<file path="src/rtl/descrambler_sync.sv">
// Frame-synchronous descrambler: hunts an unscrambled sync word, then descrambles PAYLOAD_LEN bits per frame.
// Latency: one cycle from an accepted data_i bit to data_o/valid_o.
// No backpressure: valid_i low freezes all state; output is a one-cycle pulse per payload bit.
module descrambler_sync #(
    parameter int                  SYNC_LEN    = 16,
    parameter logic [SYNC_LEN-1:0] SYNC_WORD   = 16'hF628,
    parameter int                  PAYLOAD_LEN = 256,
    parameter int                  MISS_MAX    = 3,
    parameter logic [11:0]         SEED        = 12'h14D
) (
    input  logic clk_i,
    input  logic rstn_i,
    input  logic data_i,
    input  logic valid_i,
    output logic data_o,
    output logic valid_o,
    output logic sof_o,
    output logic locked_o,
    output logic sync_err_o
);

    localparam int CNT_MAX = (PAYLOAD_LEN > SYNC_LEN) ? PAYLOAD_LEN : SYNC_LEN;
    localparam int CW      = $clog2(CNT_MAX);
    localparam int MW      = $clog2(MISS_MAX + 1);

    typedef enum logic [1:0] {
        HUNT    = 2'd0,
        PAYLOAD = 2'd1,
        CHECK   = 2'd2
    } state_t;

    state_t              state, state_nxt;
    logic [CW-1:0]       cnt, cnt_nxt;
    logic [MW-1:0]       miss, miss_nxt, miss_inc;
    logic [11:0]         lfsr, lfsr_nxt;
    logic [SYNC_LEN-1:0] sr, sr_nxt, sr_shift;
    logic                locked_nxt, data_nxt, valid_nxt, sof_nxt, err_nxt;

    assign sr_shift = {sr[SYNC_LEN-2:0], data_i};
    assign miss_inc = miss + MW'(1);

    always_comb begin
        state_nxt  = state;
        cnt_nxt    = cnt;
        miss_nxt   = miss;
        lfsr_nxt   = lfsr;
        sr_nxt     = sr;
        locked_nxt = locked_o;
        data_nxt   = 1'b0;
        valid_nxt  = 1'b0;
        sof_nxt    = 1'b0;
        err_nxt    = 1'b0;
        if (valid_i) begin
            case (state)
                HUNT: begin
                    sr_nxt = sr_shift;
                    if (sr_shift == SYNC_WORD) begin
                        state_nxt  = PAYLOAD;
                        lfsr_nxt   = SEED;
                        cnt_nxt    = '0;
                        locked_nxt = 1'b1;
                        miss_nxt   = '0;
                    end
                end
                PAYLOAD: begin
                    // Keystream bit is taken before the shift register advances.
                    data_nxt  = data_i ^ lfsr[11];
                    valid_nxt = 1'b1;
                    sof_nxt   = (cnt == '0);
                    lfsr_nxt  = {lfsr[10:0], lfsr[11] ^ lfsr[8] ^ lfsr[1]};
                    if (cnt == CW'(PAYLOAD_LEN - 1)) begin
                        state_nxt = CHECK;
                        cnt_nxt   = '0;
                    end else begin
                        cnt_nxt = cnt + CW'(1);
                    end
                end
                CHECK: begin
                    sr_nxt = sr_shift;
                    if (cnt == CW'(SYNC_LEN - 1)) begin
                        cnt_nxt  = '0;
                        lfsr_nxt = SEED;
                        if (sr_shift == SYNC_WORD) begin
                            miss_nxt  = '0;
                            state_nxt = PAYLOAD;
                        end else begin
                            err_nxt  = 1'b1;
                            miss_nxt = miss_inc;
                            if (miss_inc == MW'(MISS_MAX)) begin
                                state_nxt  = HUNT;
                                locked_nxt = 1'b0;
                                sr_nxt     = '0;
                            end else begin
                                // Flywheel: trust frame timing despite the bad sync.
                                state_nxt = PAYLOAD;
                            end
                        end
                    end else begin
                        cnt_nxt = cnt + CW'(1);
                    end
                end
                default: state_nxt = HUNT;
            endcase
        end
    end

    always_ff @(posedge clk_i or negedge rstn_i) begin
        if (!rstn_i) begin
            state      <= HUNT;
            cnt        <= '0;
            miss       <= '0;
            lfsr       <= SEED;
            sr         <= '0;
            locked_o   <= 1'b0;
            data_o     <= 1'b0;
            valid_o    <= 1'b0;
            sof_o      <= 1'b0;
            sync_err_o <= 1'b0;
        end else begin
            state      <= state_nxt;
            cnt        <= cnt_nxt;
            miss       <= miss_nxt;
            lfsr       <= lfsr_nxt;
            sr         <= sr_nxt;
            locked_o   <= locked_nxt;
            data_o     <= data_nxt;
            valid_o    <= valid_nxt;
            sof_o      <= sof_nxt;
            sync_err_o <= err_nxt;
        end
    end

endmodule

</file>
<file path="config.mk">
export PLATFORM = sky130hd
export DESIGN_NAME = descrambler_sync
export DESIGN_NICKNAME = d
export VERILOG_FILES = /design/src/rtl/descrambler_sync.sv
export SDC_FILE = /design/constraint.sdc
export NUM_CORES = 1
export LEC_CHECK = 0
export ABC_AREA = 0
export CELL_PAD_IN_SITES_DETAIL_PLACEMENT = 1
export CELL_PAD_IN_SITES_GLOBAL_PLACEMENT = 1
export CORE_UTILIZATION = 48
export DETAILED_ROUTE_END_ITERATION = 8
export GPL_TIMING_DRIVEN = 0
export PLACE_DENSITY = 0.91
export RECOVER_POWER = 25
export SLEW_MARGIN = 25
export SYNTH_ARGS = -nofsm -noshare
export SYNTH_HDL_FRONTEND = slang
export SYNTH_SLANG_ARGS = --single-unit
</file>
<file path="constraint.sdc">
create_clock -name clk_i -period 2.7 [get_ports clk_i]
set_input_delay 0.54 -clock clk_i [delete_from_list [all_inputs] [get_ports clk_i]]
set_output_delay 0.54 -clock clk_i [all_outputs]
set_load 0.03 [all_outputs]
</file>
==> flow_summary.yaml, run 1 <==
finish:
  seqCellArea_sq_um: 1110
  fill_cells: 450
  synthToLayoutAreaGrowth_pct: 12.6
  n_antenna_cell: 0
  multiInputGateArea_sq_um: 941
  instances_no_fill: 262
  layout-drive-gt1-share_pct: 9.43
  nets: 223
critical_path:
  critPathKind: "in -> reg"
  path_max_fanout: 10
  cpMostUsedCell: "or4_4"
  worstPathCellList: "clkdlybuf4s50_1 -> or4_4 -> or4_4 -> a41oi_4 -> buf_6 -> a22o_1"
  cp-start-kind: "primary input"
  slowest_delay_ns: 0.59
  crit_arrival_ns: 2.86
  required_ns: 2.94
  cp_top_family: "simple AND/OR/NAND/NOR gates"
  worst-path-buf-inv: 2
  critPathCaptureType: "flip-flop"
  crit_slowest_cell: "or4_4"
placement:
  dp_hpwl_um: 3310
  gp_congestion: 0.833
  port_buffers: 8
  dp_cells: 254
timing:
  clock_skew_ns: 0.00565
  max_freq_mhz: 381
  fin_crit_sh_pct: 97.3
  rsz0062_at_grt: "no"
  finalCriticalPeriod_ns: 2.63
  slew_headroom_pct: 0.567
  hold_viol: 0
  worst_pin_slew_ns: 1.49
  maxSlewViolCount: 0
  setup_viol: 0
synthesis:
  netlist_instances: 195
  yosys.area_share.adder_pct: 4.74
  postSynthAreaPerCell_sq_um: 10.8
  synth_nets: 207
  synth_enable_flop_cells: 0
  muxShareOfSynthArea_pct: 1.54
  synth_area_sq_um: 2110
  yosys_warnings: 0
  synth-xor-area-share_pct: 1.24
  ys_types: 42
  synth-simple-area-share_pct: 15.3
  ys_seq_elements: 44
  synth_top_family_by_area: "compound AO/OA/AOI/OAI gates"
  synthArstFlopShare_pct: 100
  synthFlopType: "dfrtp_1"
  ys_seq_area_share_pct: 52.4
  synth_compound_area_share_pct: 21.7
global_routing:
  grt_pass1_vias: 1565
  grt_max_degree: 30
  busiest_layer: "met2"
  track_usage_pct: 23.1
  grt_overflow_total: 0
  globalRouteMet1Util_pct: 28.1
  use_met3_pct: 5.00
  antenna_found_initial: 0
  use_met2_pct: 39.6
  grt_pass1_wl_um: 7690
power:
  switchingPower_w: 0.000286
  clkPwrFrac_pct: 40.4
  powerDensity_nw_per_um2: 565
  intPower_w: 0.00106
  p_seq_share_pct: 53.8
  p_total_w: 0.00134
  peakVddDrop_mv: 0.307
  p_leak_nw: 1.07
  p_sw_share_pct: 21.3
  power_frac_comb_pct: 5.8
die:
  core_area_sq_um: 4120
  die_h_um: 68.3
  dieArea_sq_um: 4670
  start_util_pct: 51.3
  fp-row-count: 23
  pin_count: 9
  die_w_um: 68.3
clock_network:
  insertion_delay_ns: 0.30
  cts_made_buffers: 5
  cts_hold_buffers: 0
  clkSinkCount: 44
  cts_tree: "done"
  htreeDepth: 2
  cts.clk_slew.worst_paths_ns: 0.08
  cts.repair.resized: 0
  cts_root_buffer: "clkbuf_8"
  cts_buffer_depth: 2
  post-cts-setup-buffers: 0
worst_hold_path:
  hold_class: "in -> async"
detailed_routing:
  dr_total_vias: 1529
  drt_iter0_drc: 72
  routedWlPerCell_um: 17.5
  drt_pre_antenna_iters: 4
  postRouteAntennaNets: 0
  drc: 0
  totalWireLength_um: 4600
  via_per_inst: 5.84
status:
  violations: "capacitance limit"
  outcome: "complete, but fails checks"
run:
  cap_violations: 1
## kinds of logic (layout without fill, tap and decap cells)
kind of cell               after synthesis  in the layout
and+or+nand+nor                         63             63
AOI/OAI and AO/OA                       59             59
DFF                                     44             44
buffers and inverters                   15             32
adders and majority gates                8              8
xor gates and xnor gates                 3              3
muxes                                    3              3
## sequential cells by signal (all words and copies together) (netlist names)
register    cells
lfsr           12
locked_o        1
sync_err_o      1
sr             15
sof_o           1
valid_o         1
cnt             8
data_o          1
miss            2
state           2
## per-stage QoR
stage | cell area (sq um) | hold WS [ns] | setup TNS, ns | setup slack, ns | util [%]
6_report | 2380 | 0.312 | 0 | 0.0739 | 57.8
5_1_grt | 2380 | 0.391 | 0 | 0.0175 | 57.8
4_1_cts | 2400 | 0.151 | 0 | 0.00958 | 58.2
3_5_place_dp | 2270 | 0.466 | -7.14 | -0.310 | 55.2
3_3_place_gp | 2250 | 0.453 | -5.04 | -0.245 | 54.8
2_1_floorplan | 2110 | 0.244 | 0 | 0.434 | -
## power by group through the flow
stage / clock (W) / combinational (W) / sequential [W]
3_5_place_dp: 0 / 0.0000816 / 0.000735
4_1_cts: 0.000559 / 0.0000823 / 0.000722
6_report: 0.000543 / 0.0000775 / 0.000723
5_1_grt: 0.000586 / 0.0000860 / 0.000727
3_3_place_gp: 0 / 0.0000737 / 0.000731
2_1_floorplan: 0 / 0.0000509 / 0.000725
## routing by layer
metal	up-vias	routed length, um
li1	740	-
met1	769	2050
met2	14	2380
met3	6	88
met4	0	75
met5	-	0
## cells in the mapped netlist, types with 2 or more instances
| master | number | share of area (%) |
|---|---|---|
| nand4_1 | 3 | 0.89 |
| dfrtp_1 | 39 | 46 |
| a2bb2oi_1 | 4 | 1.7 |
| dfstp_2 | 5 | 6.2 |
| clkbuf_1 | 5 | 0.89 |
| o21bai_1 | 2 | 0.71 |
| a21oi_1 | 2 | 0.47 |
| nor3_1 | 2 | 0.47 |
| a22o_1 | 16 | 6.6 |
| mux2_1 | 2 | 1.1 |
| or4bb_1 | 2 | 1.1 |
| nand2_1 | 30 | 5.3 |
| xnor2_1 | 2 | 0.83 |
| or4_4 | 2 | 1.1 |
| nand3_1 | 3 | 0.71 |
| inv_1 | 9 | 1.6 |
| nor2b_1 | 4 | 1.2 |
| a21o_1 | 2 | 0.71 |
| o31ai_1 | 3 | 1.1 |
| or3_1 | 3 | 0.89 |
| o21ai_1 | 11 | 2.6 |
| o21a_1 | 2 | 0.71 |
| nor4_1 | 3 | 0.89 |
| o21ai_0 | 9 | 2.1 |
| nor2_1 | 6 | 1.1 |
| ha_1 | 8 | 4.7 |
## area by class of cell
class	instances	area share, %
sequential	44	46.6
multi-input combinational	136	39.6
clock buffer	7	4.05
timing repair buffer	9	3.26
tap	50	2.63
inverter	9	1.42
clock inverter	1	1.26
buffer	6	1.26
## layout by cell type, fill, tap and decap left out, types with 2 or more instances in the layout
cell type         n
xnor2_1           2
inv_1             9
a22o_1           16
dfrtp_1          39
or4bb_1           2
nor3_1            2
ha_1              8
a21oi_1           2
nor2_1            6
mux2_1            2
or4_4             2
o31ai_1           3
o21bai_1          2
nor4_1            3
nand3_1           3
a21o_1            2
clkbuf_8          7
clkbuf_1          7
a2bb2oi_1         4
nor2b_1           4
clkdlybuf4s50_1   7
o21a_1            2
nand4_1           3
or3_1             3
o21ai_1          11
nand2_1          30
o21ai_0           9
dfstp_2           5
## worst reg2reg max path, cell delays in order (launching register included)
cell	delay, ns
dfrtp_1	0.40
or4bb_1	0.59
o41ai_4	0.56
nand3_2	0.25
clkbuf_1	0.28
nand2_1	0.11
o21ai_1	0.07
## final timing paths
path,end,startpoint,slack (ns),cells after the start
max,sr[0]$_DFFE_PN0P_,data_i,0.07,6
min,locked_o$_DFFE_PN0P_,rstn_i,0.31,1
max reg2reg,lfsr[11]$_DFFE_PN0P_,sr[7]$_DFFE_PN0P_,0.31,6
min reg2reg,lfsr[3]$_DFFE_PN1P_,lfsr[3]$_DFFE_PN1P_,0.47,2
max in group asynchronous,cnt[2]$_DFFE_PN0P_,rstn_i,0.54,2
min in group clk_i,lfsr[3]$_DFFE_PN1P_,lfsr[3]$_DFFE_PN1P_,0.47,2
Note: power is estimated with default switching activity, not from simulation.
==> run 2, diff against run 1 <==
Settings changed: CORE_MARGIN from default to 2.
==> run 2 against run 1 <==
  * The flow now finishes without violations
  * Cell count up 1.5%
  * Global-route usage down 2.4 points
  * Worst hold slack worse by 0.023 ns
  * Routed wire length up 2.4%
  * Non-clock buffer count up 3
  * Core utilization down 2.3 points
  * Combinational power up 2%
  * Flip-flop and latch count unchanged
  * Maximum frequency down 0.37%
  * Total power down 7.0%
  * Worst setup slack worse by 0.0097 ns
==> flow_summary.yaml, run 2 (synthesized netlist as in run 1, its figures left out) <==
critical_path:
  cp-start-kind: "primary input"
  crit_slowest_cell: "or4_4"
  cp_top_family: "simple AND/OR/NAND/NOR gates"
  critPathKind: "in -> reg"
  worst-path-buf-inv: 2
  required_ns: 2.94
  critPathCaptureType: "flip-flop"
  crit_arrival_ns: 2.88
  slowest_delay_ns: 0.60
  worstPathCellList: "clkdlybuf4s50_1 -> or4_4 -> o41ai_4 -> buf_4 -> nand2_2 -> nor4_1 -> a21o_1"
  path_max_fanout: 9
worst_hold_path:
  hold_class: "in -> async"
finish:
  synthToLayoutAreaGrowth_pct: 12.9
  layout-drive-gt1-share_pct: 10.7
  final_util_pct: 55.5
  layout_commonest_cell: "dfrtp_1"
  top_regs: "sr (15), lfsr (12), cnt (8)"
  final_area_sq_um: 2380
  nets: 226
  largest_reg_flops: 15
  n_antenna_cell: 0
  top_register: "sr"
  mostFrequentLayoutCells: "dfrtp_1 (39), nand2_1 (30), a22o_1 (16)"
die:
  pin_count: 9
  dieArea_sq_um: 4950
  die_w_um: 70.3
  fp-row-count: 24
  core_area_sq_um: 4290
  start_util_pct: 49.2
  die_h_um: 70.3
clock_network:
  cts_buffer_depth: 2
  cts_tree: "done"
  cts_made_buffers: 5
  clkSinkCount: 44
  htreeDepth: 2
  cts.clk_slew.worst_paths_ns: 0.08
  insertion_delay_ns: 0.30
  cts_hold_buffers: 0
  cts_root_buffer: "clkbuf_8"
detailed_routing:
  routedWlPerCell_um: 17.7
  drt_iter0_drc: 88
  drt_pre_antenna_iters: 4
  dr_total_vias: 1601
  via_per_inst: 6.02
  postRouteAntennaNets: 0
  drc: 0
  totalWireLength_um: 4710
timing:
  maxSlewViolCount: 0
  fin_crit_sh_pct: 97.6
  setup_viol: 0
  worst_pin_slew_ns: 1.36
  timing.final.ws_setup_ns: 0.0642
  finalCriticalPeriod_ns: 2.64
  hold_viol: 0
  max_freq_mhz: 379
  slew_headroom_pct: 9.41
  rsz0062_at_grt: "no"
  clock_skew_ns: 0.00526
placement:
  port_buffers: 8
  gp_congestion: 0.809
  dp_hpwl_um: 3240
  placed_area_sq_um: 2270
  dp_slack_ns: -0.382
global_routing:
  antenna_found_initial: 0
  grt_overflow_total: 0
  grt_pass1_vias: 1632
  track_usage_pct: 20.7
  grt_pass1_wl_um: 8050
  grt_max_degree: 31
power:
  powerDensity_nw_per_um2: 524
  p_total_w: 0.00125
  p_leak_nw: 1.08
  peakVddDrop_mv: 0.286
run:
  cap_violations: 0
status:
  outcome: "finished, final reports clean"
==> run 2: cell count changes in the layout (fill, tap and decap cells not counted) <==
cell / previous run / this run
buf_4: 0 / 3
clkbuf_1: 7 / 5
bufinv_16: 1 / 0
clkbuf_2: 0 / 1
dlymetal6s4s_1: 0 / 1
==> run 2: per-stage QoR <==
step                      setup TNS, ns  hold slack, ns  cells
after floorplan                       0           0.244    195
after global placement            -9.10           0.454    255
after detailed placement          -9.08           0.466    256
after CTS                             0           0.143    263
after global routing                  0           0.345    266
final                                 0           0.289    266
==> run 2: final timing paths <==
| check | start | slack (ns) | end | cells past startpoint |
|---|---|---|---|---|
| min reg2reg | lfsr[3]$_DFFE_PN1P_ | 0.48 | lfsr[3]$_DFFE_PN1P_ | 2 |
| max reg2reg | state[0]$_DFFE_PN0P_ | 0.21 | miss[0]$_DFFE_PN0P_ | 7 |
| min in group clk_i | lfsr[3]$_DFFE_PN1P_ | 0.48 | lfsr[3]$_DFFE_PN1P_ | 2 |
| max | data_i | 0.06 | cnt[2]$_DFFE_PN0P_ | 7 |
| max in group asynchronous | rstn_i | 0.58 | lfsr[5]$_DFFE_PN0P_ | 2 |
| min | rstn_i | 0.29 | cnt[4]$_DFFE_PN0P_ | 1 |
==> run 2: what timing repair did <==
action	4_1_cts	5_1_grt
pin swaps	1	1
buffers inserted	0	3
resized for setup	0	2
setup endpoints to repair	13	16
==> run 2: report_power, final <==
group | switching (W) | internal (W) | total, W
clock network | 0.000221 | 0.000228 | 0.000449
registers | 0.0000279 | 0.000693 | 0.000721
logic | 0.0000405 | 0.0000386 | 0.0000791
==> run 2: cell type report <==
class,instances,area [sq um]
Timing Repair Buffer,12,109
Buffer,6,31.3
Inverter,9,33.8
Clock buffer,7,96.3
Tap cell,52,65.1
Sequential cell,44,1110
Fill cell,485,1910
Multi-Input combinational cell,136,941
==> run 2: worst reg2reg max path, cell delays in order (launching register included) <==
cell	delay (ns)
dfrtp_1	0.42
inv_1	0.08
ha_1	0.32
o21ai_0	0.49
clkbuf_1	0.41
clkbuf_1	0.43
a21oi_1	0.10
o22ai_1	0.15
==> run 2: layer usage <==
layer	part of all wire, %	GRT usage [%]
met5	0	0
met1	48	27.4
met2	47	33.1
met4	2.8	8.97
met3	2.4	3.90
==> run 3, diff against run 2 <==
Settings changed: CORE_ASPECT_RATIO from default to 1.5.
==> run 3 against run 2 <==
  * Global-route usage up 0.76 points
  * Combinational power down 2%
  * Non-clock buffer count down 1
  * Worst setup slack worse by 0.024 ns
  * Cell count down 2.3%
  * Core utilization up 0.23 points
  * Critical endpoint is now sr[1]$_DFFE_PN0P_
  * Largest cell class unchanged
  * First-iteration DRC count up 5.7%
  * Cell area down 0.74%
  * Routed wire length down 2.1%
  * Register-to-register slack better by 0.06 ns
  * Maximum frequency down 0.88%
  * Worst hold slack better by 0.14 ns
==> flow_summary.yaml, run 3 (synthesized netlist as in run 1, its figures left out) <==
detailed_routing:
  dr_total_vias: 1563
  totalWireLength_um: 4610
  via_per_inst: 6.01
  drt_pre_antenna_iters: 4
  postRouteAntennaNets: 0
  drt_iter0_drc: 93
  drc: 0
  routedWlPerCell_um: 17.7
finish:
  synthToLayoutAreaGrowth_pct: 12.0
  nets: 225
  final_area_sq_um: 2370
  seqCellArea_sq_um: 1110
  largest_reg_flops: 15
  multiInputGateArea_sq_um: 947
  top_regs: "sr (15), lfsr (12), cnt (8)"
  instances_no_fill: 260
  fill_cells: 475
  layout-drive-gt1-share_pct: 10.7
  mostFrequentLayoutCells: "dfrtp_1 (39), nand2_1 (30), a22o_1 (16)"
  n_antenna_cell: 0
  top_register: "sr"
  layout_commonest_cell: "dfrtp_1"
timing:
  setup_viol: 0
  fin_crit_sh_pct: 98.5
  worst_pin_slew_ns: 1.26
  slew_headroom_pct: 16.2
  maxSlewViolCount: 0
  hold_viol: 0
  max_freq_mhz: 376
  rsz0062_at_grt: "no"
  finalCriticalPeriod_ns: 2.66
  clock_skew_ns: 0.00405
global_routing:
  use_met2_pct: 36.3
  antenna_found_initial: 0
  track_usage_pct: 21.5
  globalRouteMet1Util_pct: 27.5
  grt_pass1_wl_um: 8270
  grt_pass1_vias: 1709
  use_met3_pct: 3.35
  grt_overflow_total: 0
  grt_max_degree: 24
  busiest_layer: "met2"
critical_path:
  r2r_start: "state[0]$_DFFE_PN0P_"
  path_max_fanout: 10
  cp-start-kind: "primary input"
  worstPathCellList: "clkdlybuf4s50_1 -> or4_4 -> or4_4 -> a41oi_4 -> buf_6 -> a22o_1"
  reg2reg_to: "miss[0]$_DFFE_PN0P_"
  crit_arrival_ns: 2.89
  critPathKind: "in -> reg"
  r2r_cells: 7
  required_ns: 2.93
  ff2ff_setup_slack_ns: 0.27
  slowest_delay_ns: 0.61
  crit_slowest_cell: "or4_4"
  critPathCaptureType: "flip-flop"
  cpMostUsedCell: "or4_4"
power:
  peakVddDrop_mv: 0.373
  powerDensity_nw_per_um2: 522
  p_leak_nw: 1.05
clock_network:
  cts_made_buffers: 5
  htreeDepth: 2
  cts_root_buffer: "clkbuf_8"
  cts_tree: "done"
  cts_buffer_depth: 2
  insertion_delay_ns: 0.29
  clkSinkCount: 44
  cts.clk_slew.worst_paths_ns: 0.08
placement:
  port_buffers: 8
  placed_area_sq_um: 2270
  gp_congestion: 0.733
  dp_cells: 250
  dp_hpwl_um: 3380
die:
  fp-row-count: 29
  core_area_sq_um: 4250
  die_w_um: 58.2
  die_h_um: 85.2
  pin_count: 9
  start_util_pct: 49.7
  dieArea_sq_um: 4960
run:
  cap_violations: 0
worst_hold_path:
  hold_class: "in -> async"
status:
  outcome: "finished, final reports clean"
[run 3: cell type report]
cell class              instances  share of cell area (%)
clock inverters                 2                   0.635
inverters                       9                    1.43
well taps                      46                    2.43
repair buffers                 11                    3.91
multi-input cells             136                    40.0
clock buffers                   6                    3.49
flip-flops and latches         44                    46.8
plain buffers                   6                    1.27
[run 3: what timing repair did]
item / CTS / global route
cloned: 0 / 0
resized for setup: 0 / 1
setup endpoints to repair: 12 / 12
setup buffers: 0 / 2
hold buffers: 0 / 0
pin swaps: 1 / 1
[run 3: report_power, final]
part / leakage, nW / switching (W) / total [W] / internal, W
logic: 0.459 / 0.0000401 / 0.0000779 / 0.0000378
registers: 0.551 / 0.0000283 / 0.000721 / 0.000693
clock network: 0.0434 / 0.000228 / 0.000436 / 0.000207
[run 3: worst max-delay path by stage]
stage | start | to | depth (start not counted)
global placement | data_i | lfsr[7]$_DFFE_PN0P_ | 7
finish | data_i | sr[1]$_DFFE_PN0P_ | 6
detailed placement | data_i | lfsr[1]$_DFFE_PN0P_ | 7
floorplan | data_i | sr[2]$_DFFE_PN0P_ | 5
global route | state[0]$_DFFE_PN0P_ | miss[0]$_DFFE_PN0P_ | 7
CTS | data_i | lfsr[1]$_DFFE_PN0P_ | 7
[run 3: per-layer routing]
metal	wire length, um	share of wire [%]
met5	0	0
met4	61	1.3
met3	81	1.8
met2	2430	53
met1	2040	44
[run 3: worst max-delay path, delay by kind of cell]
kind	cells	cell delay, ns
AND/OR/NAND/NOR	2	1.18
buffers and inverters	2	0.68
AO/OA/AOI/OAI	2	0.49
[run 3: stage by stage]
step / utilization, % / hold WS (ns) / setup WS, ns / power, W / TNS, ns
finish: 55.7 / 0.427 / 0.0406 / 0.00124 / 0
global route: 55.7 / 0.493 / 0.0146 / 0.00130 / 0
CTS: 55.8 / 0.219 / 0.00471 / 0.00126 / 0
detailed placement: 53.5 / 0.461 / -0.419 / 0.000817 / -9.19
global placement: 53.0 / 0.453 / -0.310 / 0.000808 / -10.05
floorplan: - / 0.244 / 0.434 / 0.000776 / 0
